[src/rtl/variable_delay_line.sv]
// Delays a WIDTH-bit sample and its valid qualifier by a runtime-selectable 1..MAX_DELAY cycles,
// with a synchronous flush and a settling flag after delay changes.
module variable_delay_line #(
  parameter int WIDTH       = 8,
  parameter int MAX_DELAY   = 16,
  parameter int RESET_DELAY = 1,
  parameter int DW          = $clog2(MAX_DELAY + 1)
) (
  input  logic             i_clock,
  input  logic             i_resetL,
  input  logic             i_clear,
  input  logic [DW-1:0]    i_delay,
  input  logic             i_valid,
  input  logic [WIDTH-1:0] i_data,
  output logic             o_valid,
  output logic [WIDTH-1:0] o_data,
  output logic [DW-1:0]    o_delay,
  output logic             o_settling
);

  logic [WIDTH-1:0]     data_q [MAX_DELAY];
  logic [MAX_DELAY-1:0] v_q;
  logic [DW-1:0]        d_q;
  logic [DW-1:0]        cnt_q;
  logic [DW-1:0]        req;
  logic                 change;
  logic                 flush;

  always_comb begin
    if (i_delay == '0)
      req = DW'(1);
    else if (i_delay > DW'(MAX_DELAY))
      req = DW'(MAX_DELAY);
    else
      req = i_delay;
  end

  assign change = (req != d_q);
  assign flush  = change | i_clear;

  // Data always shifts; only the valid bits beyond stage 0 are dropped on a flush,
  // so the sample presented at the flushing edge survives.
  always_ff @(posedge i_clock or negedge i_resetL) begin
    if (!i_resetL) begin
      for (int unsigned k = 0; k < MAX_DELAY; k++)
        data_q[k] <= '0;
      v_q   <= '0;
      d_q   <= DW'(RESET_DELAY);
      cnt_q <= '0;
    end else begin
      data_q[0] <= i_data;
      for (int unsigned k = 1; k < MAX_DELAY; k++)
        data_q[k] <= data_q[k-1];

      if (flush)
        v_q <= {{(MAX_DELAY-1){1'b0}}, i_valid};
      else
        v_q <= {v_q[MAX_DELAY-2:0], i_valid};

      if (change) begin
        d_q   <= req;
        cnt_q <= req - 1'b1;
      end else if (cnt_q != '0) begin
        cnt_q <= cnt_q - 1'b1;
      end
    end
  end

  always_comb begin
    o_valid = 1'b0;
    o_data  = '0;
    for (int unsigned k = 0; k < MAX_DELAY; k++) begin
      if (d_q == DW'(k + 1)) begin
        o_valid = v_q[k];
        o_data  = v_q[k] ? data_q[k] : '0;
      end
    end
  end

  assign o_delay    = d_q;
  assign o_settling = (cnt_q != '0);

endmodule

[config.mk]
export PLATFORM = sky130hd
export DESIGN_NAME = variable_delay_line
export DESIGN_NICKNAME = d
export VERILOG_FILES = /design/src/rtl/variable_delay_line.sv
export SDC_FILE = /design/constraint.sdc
export NUM_CORES = 1
export LEC_CHECK = 0
export CAP_MARGIN = 20
export CORE_MARGIN = 10
export CORE_UTILIZATION = 30
export DETAILED_ROUTE_END_ITERATION = 16
export PLACE_DENSITY = 0.56
export SLEW_MARGIN = 40
export SYNTH_ARGS = -nofsm -noshare
export SYNTH_HDL_FRONTEND = slang
export SYNTH_SLANG_ARGS = --single-unit
export TNS_END_PERCENT = 100
[constraint.sdc]
create_clock -name i_clock -period 2.9 [get_ports i_clock]
set_clock_uncertainty 0.1 [all_clocks]
set_input_delay 0.58 -clock i_clock [delete_from_list [all_inputs] [get_ports i_clock]]
set_output_delay 0.58 -clock i_clock [all_outputs]
set_load 0.02 [all_outputs]
Yosys cells after proc, flatten, opt, wreduce, memory -nomap -nowiden:

Cells that the tools add are included.

* register bits after elaboration: 154
* input port bits: 17
* output and inout bits: 15
* logic and storage cells: 96

* $add $sub $neg: 2
* order comparisons: 1
* equal/unequal tests: 17
* multiplexer cells: 53
* bitwise operators: 1
* reduce and logical (&&, ||, !) cells: 3

Operators with widths (number)
* 8-bit 2-to-1 mux: 32
* 5-bit by 4-bit equality test with 1-bit output, second input constant: 8
* 5-bit by 3-bit equality test with 1-bit output, second input constant: 4
* 5-bit 2-to-1 mux: 4
* 1-bit 2-to-1 mux: 16
* 16-bit 2-to-1 mux: 1
* 5-bit by 2-bit equality test with 1-bit output, second input constant: 2
* 5-bit by 1-bit subtractor with 5-bit output, second input constant: 2
* 5-bit by 1-bit equality test with 1-bit output, second input constant: 1
* 5-bit equality test, second input constant: 1
* 5-bit > comparator, second input constant: 1
* 5-bit logical NOT: 1
* 5-bit != test: 1
* 5-bit nonzero test: 1
* 2-bit nonzero test: 1
* 1-bit OR: 1

Longest topological paths before layout:

Gate-level depths: netlist (run 1).

* word-level depth: 17
* mapped depth: 11
* gate-level depth less buffers: 11

Worst setup path before layout (run 1):

Ideal clock, no wire load.

* kind: reg2out
* from: register d_q[0] (netlist: o_delay[0])
* to: output port o_data[0]
* data arrival time: 1981 ps
* required time: 2220 ps
* setup slack: 239 ps
* cell stages (with the launch flop): 7
* buffers on the path: 1
* path through: dfstp_2 > clkbuf_1 > nand2_1 > nor3_1 > a22o_1 > a221oi_1 > nand4_1

* longest elaborated chain between the ends: 17
* elaborated cells between the ends (all ways): 32
* classes of those cells: eq/ne: 16; mux: 16

Ends and longest elaborated chain
* start, declared: line 23 `logic [DW-1:0] d_q;`
* start signal, assigned: line 48 `d_q <= DW'(RESET_DELAY);`
* start signal, assigned: line 61 `d_q <= req;`
* 5-bit by 1-bit equality test with 1-bit output: line 73 `if (d_q == DW'(k + 1)) begin`
* 8-bit 2-to-1 mux (15 in series): line 73
* 8-bit 2-to-1 mux (*): line 73
* end, declared: line 16 `output logic [WIDTH-1:0] o_data,`

Mark *: on every way between the ends. The rest lies on a longest branch, timed or not.

Worst setup path in the final report (run 1):

* from: register d_q[0] (netlist: o_delay[0])
* to: output port o_data[7]

The elaborated chain is that of the path after synthesis.

==> results of run 1 <==
-- what timing repair did --
action	4_1_cts	5_1_grt
endpoints found under the hold margin	17	0
endpoints found under the setup margin	10	10
pin swaps	5	20
setup buffers	4	4
gates resized for setup	76	42
hold buffers	1	0
-- path summary, 6_finish.rpt --
check / start / to / depth (start not counted)
max: o_delay[0] / o_data[7] / 5
min: data_q[78] / data_q[70] / 0
max reg2reg: o_delay[4] / cnt_q[4] / 12
min reg2reg: data_q[78] / data_q[70] / 0
max in group asynchronous: i_resetL / data_q[64] / 3
min in group asynchronous: i_resetL / cnt_q[0] / 2
-- layout make-up --
cell class	instances	area share
clock inverter	12	0.0222
sequential	154	0.539
inverter	5	0.00262
multi-input combinational	179	0.224
tap	225	0.0393
timing repair buffer	79	0.108
clock buffer	20	0.0652
-- per-layer routing --
layer  vias up  routed length (microns)
met4         0                      366
met1      1780                     5930
met3        26                      377
li1       1492                        -
met5         -                        0
met2        58                     6550
-- flip-flops by register name, summed over array words and instances, names as in the netlist --
register and cells:
o_delay 5, cnt_q 5, v_q 16, data_q 128
-- cells by family (layout without fill, tap and decap cells) --
logic type                 Yosys count  count (layout)  share of synthesized area
AOI/OAI and AO/OA                   82              82                      0.132
xor gates and xnor gates             3               3                    0.00499
adders and majority gates            1               1                    0.00237
buffers and inverters               24             116                     0.0181
DFF                                154             154                      0.732
muxes                                4               4                    0.00760
and+or+nand+nor                     89              89                      0.103
-- report_power, final --
group          switching, mW  internal, mW
Sequential            0.0806          2.26
Combinational          0.121         0.107
Clock                  0.891          1.43
Total                   1.09          3.80
-- stage by stage --
stage	setup TNS (ns)	cells	instance area, sq um
after global routing	-0.103	674	7160
after CTS	-0.0484	672	6980
final	0	674	7160
after detailed placement	-1.36	635	6190
after global placement	-1.02	635	6190
after floorplan	0	357	5270
-- layout by cell type, fill, tap and decap left out, types with 10 or more instances in the layout --
| cell | count |
|---|---|
| nor2_1 | 11 |
| dfrtp_1 | 150 |
| clkbuf_16 | 17 |
| buf_4 | 35 |
| a22o_1 | 32 |
| clkdlybuf4s50_1 | 20 |
| buf_6 | 14 |
| a221oi_2 | 25 |
| and2_1 | 17 |
| and3_4 | 10 |
-- critical path, cell delays in order, from the launching register on --
cell      delay (ns)
dfstp_2         0.59
nor2b_1         0.12
and3_2          0.37
a221oi_2        0.29
nand4_1         0.21
buf_6           0.19
==> metrics.md, run 1 <==
| Metric | Value |
|---|---|
| Outcome | completed |
| Proportion of layout cells with a drive suffix above 1 | 0.330 |
| FP Rows | 48 |
| Post-DP HPWL | 8410 microns |
| Final hold vios | 0 |
| CP Launch Type | flip-flop |
| DRT Wirelength | 13200 microns |
| Setup WS pre-CTS | -0.162 ns |
| Final setup viols | 0 |
| Multi-input gate area | 1600 sq um |
| IO Count | 32 |
| First-pass GRT wire length | 21100 microns |
| Largest area contributor in the netlist | dfrtp_1 |
| Num CTS Buffers | 17 |
| Synth Net Count | 375 |
| Max FO, Critical Path | 9 |
| Syn Area/Cell | 14.8 sq um |
| Tot Pwr | 4.89 mW |
| Post-synth ARST share | 1.00 |
| Register bit total from synthesis | 154 |
| DR WL/cell | 19.6 microns |
| Cells after synthesis | 357 |
| Post-synth EDFFs | 0 |
| Initial Util | 0.306 |
| Filler instances | 1536 |
| Top cells by area, synth | dfrtp_1 73%, a221oi_1 5.3%, a22o_1 5.3%, and2_1 2.1%, and3_1 1.7% |
| Count leader, synth | dfrtp_1 |
| Final Cycle Share | 0.992 |
| Die area | 23300 sq um |
| Fmax achieved | 348 MHz |
| CTS H-tree lvls | 4 |
| Critical path class | reg2out |
| Drt pass-1 iters | 4 |
| Core area | 17200 sq um |
| Worst setup EP type | output pin |
| Gpl congestion | 0.808 |
| Netlist cell types | 44 |
| Worst skew pair latency | 0.42 ns |
| Nets | 454 |
| Clock slew at reported path FFs | 0.06 ns |
| Fin. max-slew vios | 0 |
| Commonest cells in the netlist | 153 x dfrtp_1, 32 x a221oi_1, 32 x a22o_1, 18 x and2_1, 15 x nor2_1 |
| Met1 Use GR | 0.141 |
| P per Cell Area | 683 nW/um^2 |
| Initial antenna violation count | 0 |
| Register area share after synthesis | 0.732 |
| Mapped Area | 5270 sq um |
| Worst IR Drop VDD | 0.000537 V |
| Final worst slack | 0.0234 ns |
| CP arrival | 2.20 ns |
| Final Critical Period | 2.88 ns |
| Worst-case clock buffer depth | 2 |
| DR DRC count | 0 |
| ANT nets after route | 0 |
| Met3 GRT Util | 0.0277 |
| Num Clock Sinks | 154 |
| Relative slew slack | 0.672 |
| Least-Margin Pin Slew | 0.485 ns |
| Root Buffer | clkbuf_16 |
| CP required | 2.22 ns |
| M2 GR Usage | 0.188 |
| CTS tree | yes |
| Hold Slack | 0.275 ns |
| Top FF cell, synth | dfrtp_1 |
| Port bufs | 31 |
| RSZ-0062 raised after global routing | yes |
| Largest net degree at the start of global routing | 78 |
| N_diodes | 0 |
| Die width | 153 microns |
| Tot GR Track Use | 0.115 |
| Vias in the first global route | 3616 |
| Number of DRC markers in iteration 0 | 196 |
| Most used routing layer | met2 |
| Final core occ | 0.415 |
| Vias per cell | 4.98 |
| Area Overhead vs Synth | 35.9% |
| Total grt overflow | 0 |
| Storage cell area | 3860 sq um |
| Leak | 3.13 nW |
| Via count | 3356 |
| Maxcap violations | 0 |
| Synth warnings | 0 |
| Synth top area share | 0.727 |
| Die Ht | 153 microns |
| FF-to-FF setup slack | 0.20 ns |
| Hold WC Path Type | reg2reg |
Note: power is estimated with default switching activity, not from simulation.
==> inputs of run 2 (changes only) <==
--- a/config.mk
+++ b/config.mk
@@ -7,9 +7,9 @@
 export LEC_CHECK = 0
 export CAP_MARGIN = 20
 export CORE_MARGIN = 10
-export CORE_UTILIZATION = 30
+export CORE_UTILIZATION = 50
 export DETAILED_ROUTE_END_ITERATION = 16
-export PLACE_DENSITY = 0.56
+export PLACE_DENSITY = 0.79
 export SLEW_MARGIN = 40
 export SYNTH_ARGS = -nofsm -noshare
 export SYNTH_HDL_FRONTEND = slang
==> run 2 against run 1 <==
Effect of this change: the run now ends with negative setup slack left; hold slack worse by 0.0034 ns; utilization rose by 28 points; non-clock buffer count rose by 3; power fell by 3.6%; clock power down 8%; worst setup slack worse by 0.10 ns; clock-buffer cell count shrank 2; highest routed layer unchanged.
==> metrics.md, run 2 (synthesis results as in run 1) <==
| Metric | Value |
|---|---|
| Outcome | complete, but fails checks (was completed) |
| Violated checks | negative setup slack |
| CTS H-tree lvls | 4 (unchanged) |
| Core area | 10300 sq um (was 17200 sq um) |
| Worst IR Drop VDD | 0.000532 V (was 0.000537 V) |
| CP Launch Type | flip-flop (unchanged) |
| Setup WS pre-CTS | -0.170 ns (was -0.162 ns) |
| Port bufs | 31 (unchanged) |
| Setup TNS | -0.268 ns (was 0 ns) |
| Die width | 123 microns (was 153 microns) |
| Vias in the first global route | 3770 (was 3616) |
| Critical Path Max Stage Delay | 0.42 ns (was 0.59 ns) |
| P per Cell Area | 662 nW/um^2 (was 683 nW/um^2) |
| Gpl congestion | 0.882 (was 0.808) |
| Slowest CP cell | dfrtp_2 (was dfstp_2) |
| Min-Delay Path Depth | 0 (unchanged) |
| CP required | 2.22 ns (about the same) |
| Final core occ | 0.692 (was 0.415) |
| Clock slew at reported path FFs | 0.06 ns (about the same) |
| Initial Util | 0.513 (was 0.306) |
| Commonest non-fill, non-tap cell in the layout | dfrtp_1 (unchanged) |
| Combinational power share | 0.050 (was 0.047) |
| Fin. max-slew vios | 0 (unchanged) |
| Fmax achieved | 336 MHz (was 348 MHz) |
| CP arrival | 2.30 ns (was 2.20 ns) |
| Vias per cell | 5.97 (was 4.98) |
| Final setup viols | 9 (was 0) |
| Max FO, Critical Path | 9 (unchanged) |
| Die area | 15000 sq um (was 23300 sq um) |
| Commonest non-fill, non-tap cells in the layout | 150 x dfrtp_1, 34 x buf_4, 32 x a22o_1 (was 150 x dfrtp_1, 35 x buf_4, 32 x a22o_1) |
| Critical path class | reg2out (unchanged) |
| Cell repeated most along the worst path | buf_6 |
| Least-Margin Pin Slew | 0.549 ns (was 0.485 ns) |
| Leak | 3.14 nW (was 3.13 nW) |
| Total grt overflow | 0 (unchanged) |
| Largest net degree at the start of global routing | 67 (was 78) |
| Worst-case clock buffer depth | 2 (unchanged) |
| DR WL/cell | 23.5 microns (was 19.6 microns) |
| Internal power | 3.54 mW (was 3.80 mW) |
| Hold Crit Start | data_q[26] (was data_q[78]) |
| CTS tree | yes (unchanged) |
| Area Overhead vs Synth | 35.0% (was 35.9%) |
| Kind of cell adding the most delay to the critical path | compound AO/OA/AOI/OAI gates (was simple AND/OR/NAND/NOR gates) |
| Largest registers | data_q (128), v_q (16) (unchanged) |
| DR DRC count | 0 (unchanged) |
| Layout Cells excl Fill | 588 (was 674) |
| Hold Path Sink | data_q[18] (was data_q[70]) |
| Placed Instances | 545 (was 635) |
| Final hold vios | 0 (unchanged) |
| Clock power share | 0.452 (was 0.475) |
| Worst setup EP type | output pin (unchanged) |
| FP Rows | 37 (was 48) |
| Maxcap violations | 0 (unchanged) |
| Largest Register | data_q (unchanged) |
| Drt pass-1 iters | 5 (was 4) |
| RSZ-0062 raised after global routing | yes (unchanged) |
| Die Ht | 123 microns (was 153 microns) |
| Hold WC Path Type | reg2reg (unchanged) |
| N_diodes | 0 (unchanged) |
| Worst reg-to-reg path cell count | 13 (was 12) |
| First-pass GRT wire length | 21200 microns (was 21100 microns) |
| Final worst slack | -0.0772 ns (was 0.0234 ns) |
| Max reg flops | 128 (unchanged) |
| Tot GR Track Use | 0.186 (was 0.115) |
| ANT nets after route | 0 (unchanged) |
| Final Cycle Share | 1.03 (was 0.992) |
| IO Count | 32 (unchanged) |
| Nets | 457 (was 454) |
| Via count | 3510 (was 3356) |
| Number of DRC markers in iteration 0 | 359 (was 196) |
| Worst skew pair latency | 0.53 ns (was 0.42 ns) |
| DRT Wirelength | 13800 microns (was 13200 microns) |
| Post-DP HPWL | 7870 microns (was 8410 microns) |
| Proportion of layout cells with a drive suffix above 1 | 0.350 (was 0.330) |
| R2R Path End | cnt_q[4] (unchanged) |
| Num Clock Sinks | 154 (unchanged) |
| P_sw | 1.17 mW (was 1.09 mW) |
| Reg-to-Reg Start | o_delay[4] (unchanged) |
| CP cell instances | buf_6 > nor3_4 > and3_4 > buf_12 > a22o_1 > a221oi_2 > nand4_1 > buf_6 (was nor2b_1 > and3_2 > a221oi_2 > nand4_1 > buf_6) |
| Initial antenna violation count | 0 (unchanged) |
| Switch share | 0.248 (was 0.223) |
| Num CTS Buffers | 17 (unchanged) |
| Relative slew slack | 0.629 (was 0.672) |
| Sequential share of power | 0.497 (was 0.478) |
| Final Critical Period | 2.98 ns (was 2.88 ns) |
| Root Buffer | clkbuf_8 (was clkbuf_16) |
| Worst path bufs/invs | 3 (was 1) |
| FF-to-FF setup slack | 0.14 ns (was 0.20 ns) |
[run 2: cell type report]
class	count	area [sq um]
repair buffers	82	806
clock buffers	18	418
well taps	136	170
fillers	630	3160
flip-flops and latches	154	3860
clock inverters	14	156
multi-input cells	179	1680
inverters	5	21.3
[run 2: repair_timing]
| item | CTS | global route |
|---|---|---|
| endpoints found under the setup margin | 10 | 10 |
| resized for setup | 91 | 50 |
| hold buffers | 1 | 0 |
| setup buffers | 8 | 4 |
| pin swaps | 13 | 25 |
| endpoints found under the hold margin | 62 | 0 |
[run 2: power groups by stage]
stage	logic, mW	clock network, mW	registers [mW]
5_1_grt	0.260	2.25	2.35
4_1_cts	0.221	2.15	2.33
6_report	0.237	2.13	2.34
2_1_floorplan	0.0799	0	2.35
3_5_place_dp	0.206	0	2.36
3_3_place_gp	0.200	0	2.36
[run 2: worst max-delay path by stage]
stage                from        end  slack [ns]  depth (start not counted)
2_1_floorplan  o_delay[0]  o_data[0]        0.24                          6
3_3_place_gp   i_delay[1]   cnt_q[4]       -0.08                         11
3_5_place_dp   i_delay[4]   cnt_q[4]       -0.17                         11
4_1_cts        o_delay[3]  o_data[0]       -0.05                          8
5_1_grt        o_delay[0]  o_data[5]       -0.12                          8
6_report       o_delay[3]  o_data[0]       -0.08                          8
[run 2: layer usage]
| layer | wire, microns | global-route usage | vias up |
|---|---|---|---|
| met5 | 0 | 0 | - |
| met4 | 354 | 0.0943 | 0 |
| met3 | 675 | 0.0399 | 26 |
| met2 | 7040 | 0.295 | 119 |
| met1 | 5750 | 0.236 | 1855 |
| li1 | - | - | 1510 |
[run 2: metrics by stage]
step	hold WS [ns]	instance area [sq um]	total power, mW
detailed placement	0.261	6040	2.57
CTS	0.274	6870	4.70
floorplan	0.184	5270	2.43
global placement	0.257	6040	2.56
finish	0.271	7110	4.71
global route	0.283	7110	4.87
==> inputs of run 3 (changes only) <==
--- a/config.mk
+++ b/config.mk
@@ -5,11 +5,13 @@
 export SDC_FILE = /design/constraint.sdc
 export NUM_CORES = 1
 export LEC_CHECK = 0
+export ABC_AREA = 0
+export ABC_CLOCK_PERIOD_IN_PS = 2900
 export CAP_MARGIN = 20
 export CORE_MARGIN = 10
-export CORE_UTILIZATION = 50
+export CORE_UTILIZATION = 33
 export DETAILED_ROUTE_END_ITERATION = 16
-export PLACE_DENSITY = 0.79
+export PLACE_DENSITY = 0.59
 export SLEW_MARGIN = 40
 export SYNTH_ARGS = -nofsm -noshare
 export SYNTH_HDL_FRONTEND = slang
==> run 3 against run 2 <==
Effect of this change: the flow finishes with violations (negative hold slack); critical path depth decreased by 2; maximum frequency rose by 2.8%; die area is 42% higher; first-iteration DRC count fell by 33%; wire length shrank 8.4%; final cell count is 14% higher; via count decreased by 2.7%; global-route usage is 6.2 points lower; critical path type unchanged; largest cell class unchanged.
==> metrics.md, run 3 (synthesis results as in run 1) <==
| Metric | Value |
|---|---|
| Post-DP HPWL | 8300 microns (was 7870 microns) |
| Maxcap violations | 0 (unchanged) |
| DR DRC count | 0 (unchanged) |
| Area Overhead vs Synth | 34.0% (was 35.0%) |
| Number of DRC markers in iteration 0 | 239 (was 359) |
| Die area | 21400 sq um (was 15000 sq um) |
| DRT Wirelength | 12700 microns (was 13800 microns) |
| Root Buffer | clkbuf_16 (was clkbuf_8) |
| RSZ-0062 raised after global routing | yes (unchanged) |
| CTS Hold Bufs | 0 (was 1) |
| Tot Pwr | 4.80 mW (was 4.71 mW) |
| Num CTS Buffers | 17 (unchanged) |
| Core area | 15800 sq um (was 10300 sq um) |
| FP Rows | 46 (was 37) |
| CP required | 2.22 ns (about the same) |
| DR WL/cell | 19.0 microns (was 23.5 microns) |
| Port bufs | 31 (unchanged) |
| Worst IR Drop VDD | 0.000575 V (was 0.000532 V) |
| Setup TNS | 0 ns (was -0.268 ns) |
| IO Count | 32 (unchanged) |
| Via count | 3416 (was 3510) |
| CP Launch Type | flip-flop (unchanged) |
| Max reg flops | 128 (unchanged) |
| Outcome | complete, but fails checks (unchanged) |
| Fin. max-slew vios | 0 (unchanged) |
| Placed Instance Area | 6200 sq um (was 6040 sq um) |
| Relative slew slack | 0.630 (was 0.629) |
| Max FO, Critical Path | 5 (was 9) |
| Hold Slack | -0.0116 ns (was 0.271 ns) |
| Drt pass-1 iters | 4 (was 5) |
| CP arrival | 2.22 ns (was 2.30 ns) |
| CTS H-tree lvls | 4 (unchanged) |
| First-pass GRT wire length | 20800 microns (was 21200 microns) |
| Final Critical Period | 2.90 ns (was 2.98 ns) |
| Tot GR Track Use | 0.124 (was 0.186) |
| Total grt overflow | 0 (unchanged) |
| Hold WC Path Type | in2async (was reg2reg) |
| P per Cell Area | 681 nW/um^2 (was 662 nW/um^2) |
| Die Ht | 146 microns (was 123 microns) |
| Commonest non-fill, non-tap cells in the layout | 149 x dfrtp_1, 44 x buf_4, 32 x a22o_1 (was 150 x dfrtp_1, 34 x buf_4, 32 x a22o_1) |
| CTS tree | yes (unchanged) |
| Die width | 146 microns (was 123 microns) |
| Post-route cell area | 7060 sq um (was 7110 sq um) |
| Clock slew at reported path FFs | 0.06 ns (about the same) |
| Largest Register | data_q (unchanged) |
| N_diodes | 0 (unchanged) |
| Final hold vios | 4 (was 0) |
| Violated checks | negative hold slack (was negative setup slack) |
| Largest net degree at the start of global routing | 75 (was 67) |
| Vias in the first global route | 3673 (was 3770) |
| Proportion of layout cells with a drive suffix above 1 | 0.321 (was 0.350) |
| Initial antenna violation count | 0 (unchanged) |
| Worst-case clock buffer depth | 2 (unchanged) |
| Initial Util | 0.334 (was 0.513) |
| Worst setup EP type | output pin (unchanged) |
| Nets | 458 (was 457) |
| Worst skew pair latency | 0.42 ns (was 0.53 ns) |
| Final Cycle Share | 0.999 (was 1.03) |
| Gpl congestion | 0.827 (was 0.882) |
| Final setup viols | 0 (was 9) |
| Largest registers | data_q (128), v_q (16) (unchanged) |
| Critical path class | reg2out (unchanged) |
| Least-Margin Pin Slew | 0.548 ns (was 0.549 ns) |
| Leak | 3.11 nW (was 3.14 nW) |
| Fmax achieved | 345 MHz (was 336 MHz) |
| Num Clock Sinks | 154 (unchanged) |
| ANT nets after route | 0 (unchanged) |
| Vias per cell | 5.11 (was 5.97) |
| Commonest non-fill, non-tap cell in the layout | dfrtp_1 (unchanged) |
[run 3: through the flow]
stage | hold slack, ns | setup WS, ns | utilization | std cells
final | -0.0116 | 0.00391 | 0.448 | 668
after global routing | 0.0206 | -0.104 | 0.448 | 668
after CTS | 0.0000724 | -0.000493 | 0.437 | 666
after detailed placement | 0.259 | -0.158 | 0.393 | 632
after global placement | 0.258 | -0.114 | 0.393 | 632
after floorplan | 0.184 | 0.239 | - | 357
[run 3: layer usage]
layer  part of all wire  global-route usage  up-vias
met5                  0                   0        -
li1                   -                   -     1508
met1               0.46               0.164     1813
met3              0.042              0.0343       14
met2               0.48               0.189       81
met4              0.016              0.0480        0
[run 3: repair_timing]
item                       in CTS  in global routing
setup endpoints to repair      10                  9
pin swaps                       6                 11
resized for setup              60                 40
gates cloned                    0                  0
setup buffers                   3                  3
[run 3: worst max-delay path, cell delays in order, from the launching register on]
cell and delay (ns):
dfstp_2 0.60, nor2b_2 0.08, and3_1 0.22, buf_4 0.18, nor4_1 0.27, nand4_1 0.23
buf_4 0.22
[run 3: report_power, final]
| group | internal [mW] | switching, mW |
|---|---|---|
| combinational | 0.103 | 0.117 |
| clock | 1.38 | 0.868 |
| sequential | 2.26 | 0.0797 |
| total | 3.74 | 1.07 |
[run 3: area by class of cell]
| type | instances | area, sq um |
|---|---|---|
| clock inverters | 13 | 166 |
| fillers | 1425 | 8710 |
| clock buffers | 18 | 439 |
| inverters | 5 | 18.8 |
| repair buffers | 83 | 768 |
| flip-flops and latches | 154 | 3860 |
| multi-input cells | 179 | 1540 |
| well taps | 216 | 270 |
[run 3: path summary, 6_finish.rpt]
kind | startpoint | cells after the start | slack (ns) | endpoint
max | o_delay[0] | 6 | 0.004 | o_valid
min | i_resetL | 1 | -0.01 | cnt_q[1]
max reg2reg | o_delay[4] | 12 | 0.17 | cnt_q[4]
min reg2reg | data_q[100] | 0 | 0.27 | data_q[92]
max in group asynchronous | i_resetL | 2 | 1.96 | data_q[12]
min in group i_clock | data_q[100] | 0 | 0.27 | data_q[92]
==> variant: new RTL, flow settings as in run 1 <==
The parameter `MAX_DELAY` goes from 16 to 32.
--- a/src/rtl/variable_delay_line.sv
+++ b/src/rtl/variable_delay_line.sv
@@ -3,5 +3,5 @@
 module variable_delay_line #(
   parameter int WIDTH       = 8,
-  parameter int MAX_DELAY   = 16,
+  parameter int MAX_DELAY   = 32,
   parameter int RESET_DELAY = 1,
   parameter int DW          = $clog2(MAX_DELAY + 1)
Ports: changed (resized i_delay and o_delay); port bits go from 32 to 34. No check against the original RTL was run, so the function may have changed too.
==> variant against run 1 <==
  * The flow now finishes with violations (setup timing)
  * Total power rose by 86%
  * Global-route usage grew 1.9 points
  * Sequential cell count up 146
  * Non-clock buffer count is 127 higher
  * Cell area increased by 99%
  * Synthesized area up 100%
  * Register-to-register slack got worse by 200 ps
  * Combinational power is 110% higher
  * Worst setup slack worse by 590 ps
  * Wire length up 130%
  * Critical path type unchanged
==> variant: results (changes against run 1) <==
{
  "synth_fp_nets": {"value": 808, "change": "+120%"},
  "switching_portion_of_total_power": {"value": 22.67, "unit": "%", "change": "+0.32 points"},
  "met3_wirelength": {"value": 1276, "unit": "um", "change": "+240%"},
  "violations": "setup timing",
  "slew_headroom": {"value": 67.09, "unit": "%", "change": "-0.14 points"},
  "ys_types": {"value": 72, "change": "+64%"},
  "share_of_synthesized_area_occupied_by_flip_flops_and_latches": {"value": 69.96, "unit": "%", "change": "-3.2 points"},
  "first_iter_violations": {"value": 463, "change": "+140%"},
  "layout-drive-gt1-share": {"value": 29.84, "unit": "%", "change": "-3.1 points"},
  "first_pass_grt_wire_length": {"value": 46600, "unit": "um", "change": "+120%"},
  "final.setup.worst_slack": {"value": -570.4, "unit": "ps", "change": "-593.8 ps"},
  "worst_path_largest_cell_delay": {"value": 630, "unit": "ps", "change": "+40 ps"},
  "reg.largest.list": "data_q x256, v_q x32",
  "route.layer.met1.wl": {"value": 13940, "unit": "um", "change": "+130%"},
  "grt_use_met2": {"value": 21.56, "unit": "%", "change": "+2.7 points"},
  "hold_slack": {"value": 261.1, "unit": "ps", "change": "-13.80 ps"},
  "nonClkBufAreaFrac": {"value": 12.85, "unit": "%", "change": "+2.1 points"},
  "grt.total_usage": {"value": 13.42, "unit": "%", "change": "+1.9 points"},
  "wl_met2": {"value": 14090, "unit": "um", "change": "+120%"},
  "leakagePower": {"value": 6.011, "unit": "nW", "change": "+92%"},
  "finalSetupViolCount": {"value": 10, "change": "+10"},
  "finished_core_util": {"value": 40.19, "unit": "%", "change": "-1.4 points"},
  "tritoncts.num_buffers": {"value": 30, "change": "+13"},
  "ctsLongestPathBuffers": {"value": 3, "change": "+1"},
  "share_clk_of_total_power": {"value": 45.0, "unit": "%", "change": "-2.5 points"},
  "clock_area_share": {"value": 7.449, "unit": "%", "change": "-1.3 points"},
  "hold_end": "data_q[175]",
  "dpl_cell_area": {"value": 12720, "unit": "um^2", "change": "+110%"},
  "filler_instances": {"value": 3327, "change": "+120%"},
  "grt_pass1_vias": {"value": 7679, "change": "+110%"},
  "status": "finished with violations",
  "nNetsFinal": {"value": 987, "change": "+120%"},
  "power.sequential.total": {"value": 4.52, "unit": "mW", "change": "+93%"},
  "post-dp-hpwl": {"value": 21570, "unit": "um", "change": "+160%"},
  "ys_top_cells_by_area": "sky130_fd_sc_hd__dfrtp_1, sky130_fd_sc_hd__a22oi_1, sky130_fd_sc_hd__a32oi_1",
  "synth_compound_area_share": {"value": 14.20, "unit": "%", "change": "+0.99 points"},
  "avgSynthCellArea": {"value": 13.60, "unit": "um^2", "change": "-7.8%"}
}
-- variant: changes by cell type in the layout (fill, tap and decap cells not counted), moves of 18 or more --
cell and delta:
sky130_fd_sc_hd__dfrtp_1 +147, sky130_fd_sc_hd__buf_4 +119, sky130_fd_sc_hd__a22oi_1 +36, sky130_fd_sc_hd__nand3_1 +33, sky130_fd_sc_hd__a32oi_1 +31, sky130_fd_sc_hd__a22o_1 -27, sky130_fd_sc_hd__a221oi_2 -25, sky130_fd_sc_hd__a21oi_1 +23
sky130_fd_sc_hd__and2_1 +18
-- variant: kinds of logic (layout without fill, tap and decap cells) --
group                      Yosys count  in the layout
buffers and inverters               66            269
adders and majority gates            1              1
DFF                                300            300
and+or+nand+nor                    208            208
muxes                                5              5
xor gates and xnor gates             6              6
AOI/OAI and AO/OA                  203            203
-- variant: what timing repair did --
item,CTS,global route
setup endpoints to repair,11,11
hold buffers,1,0
pin swaps,16,12
resized for setup,93,29
endpoints found under the hold margin,47,0
cloned,1,0
buffers inserted,11,1
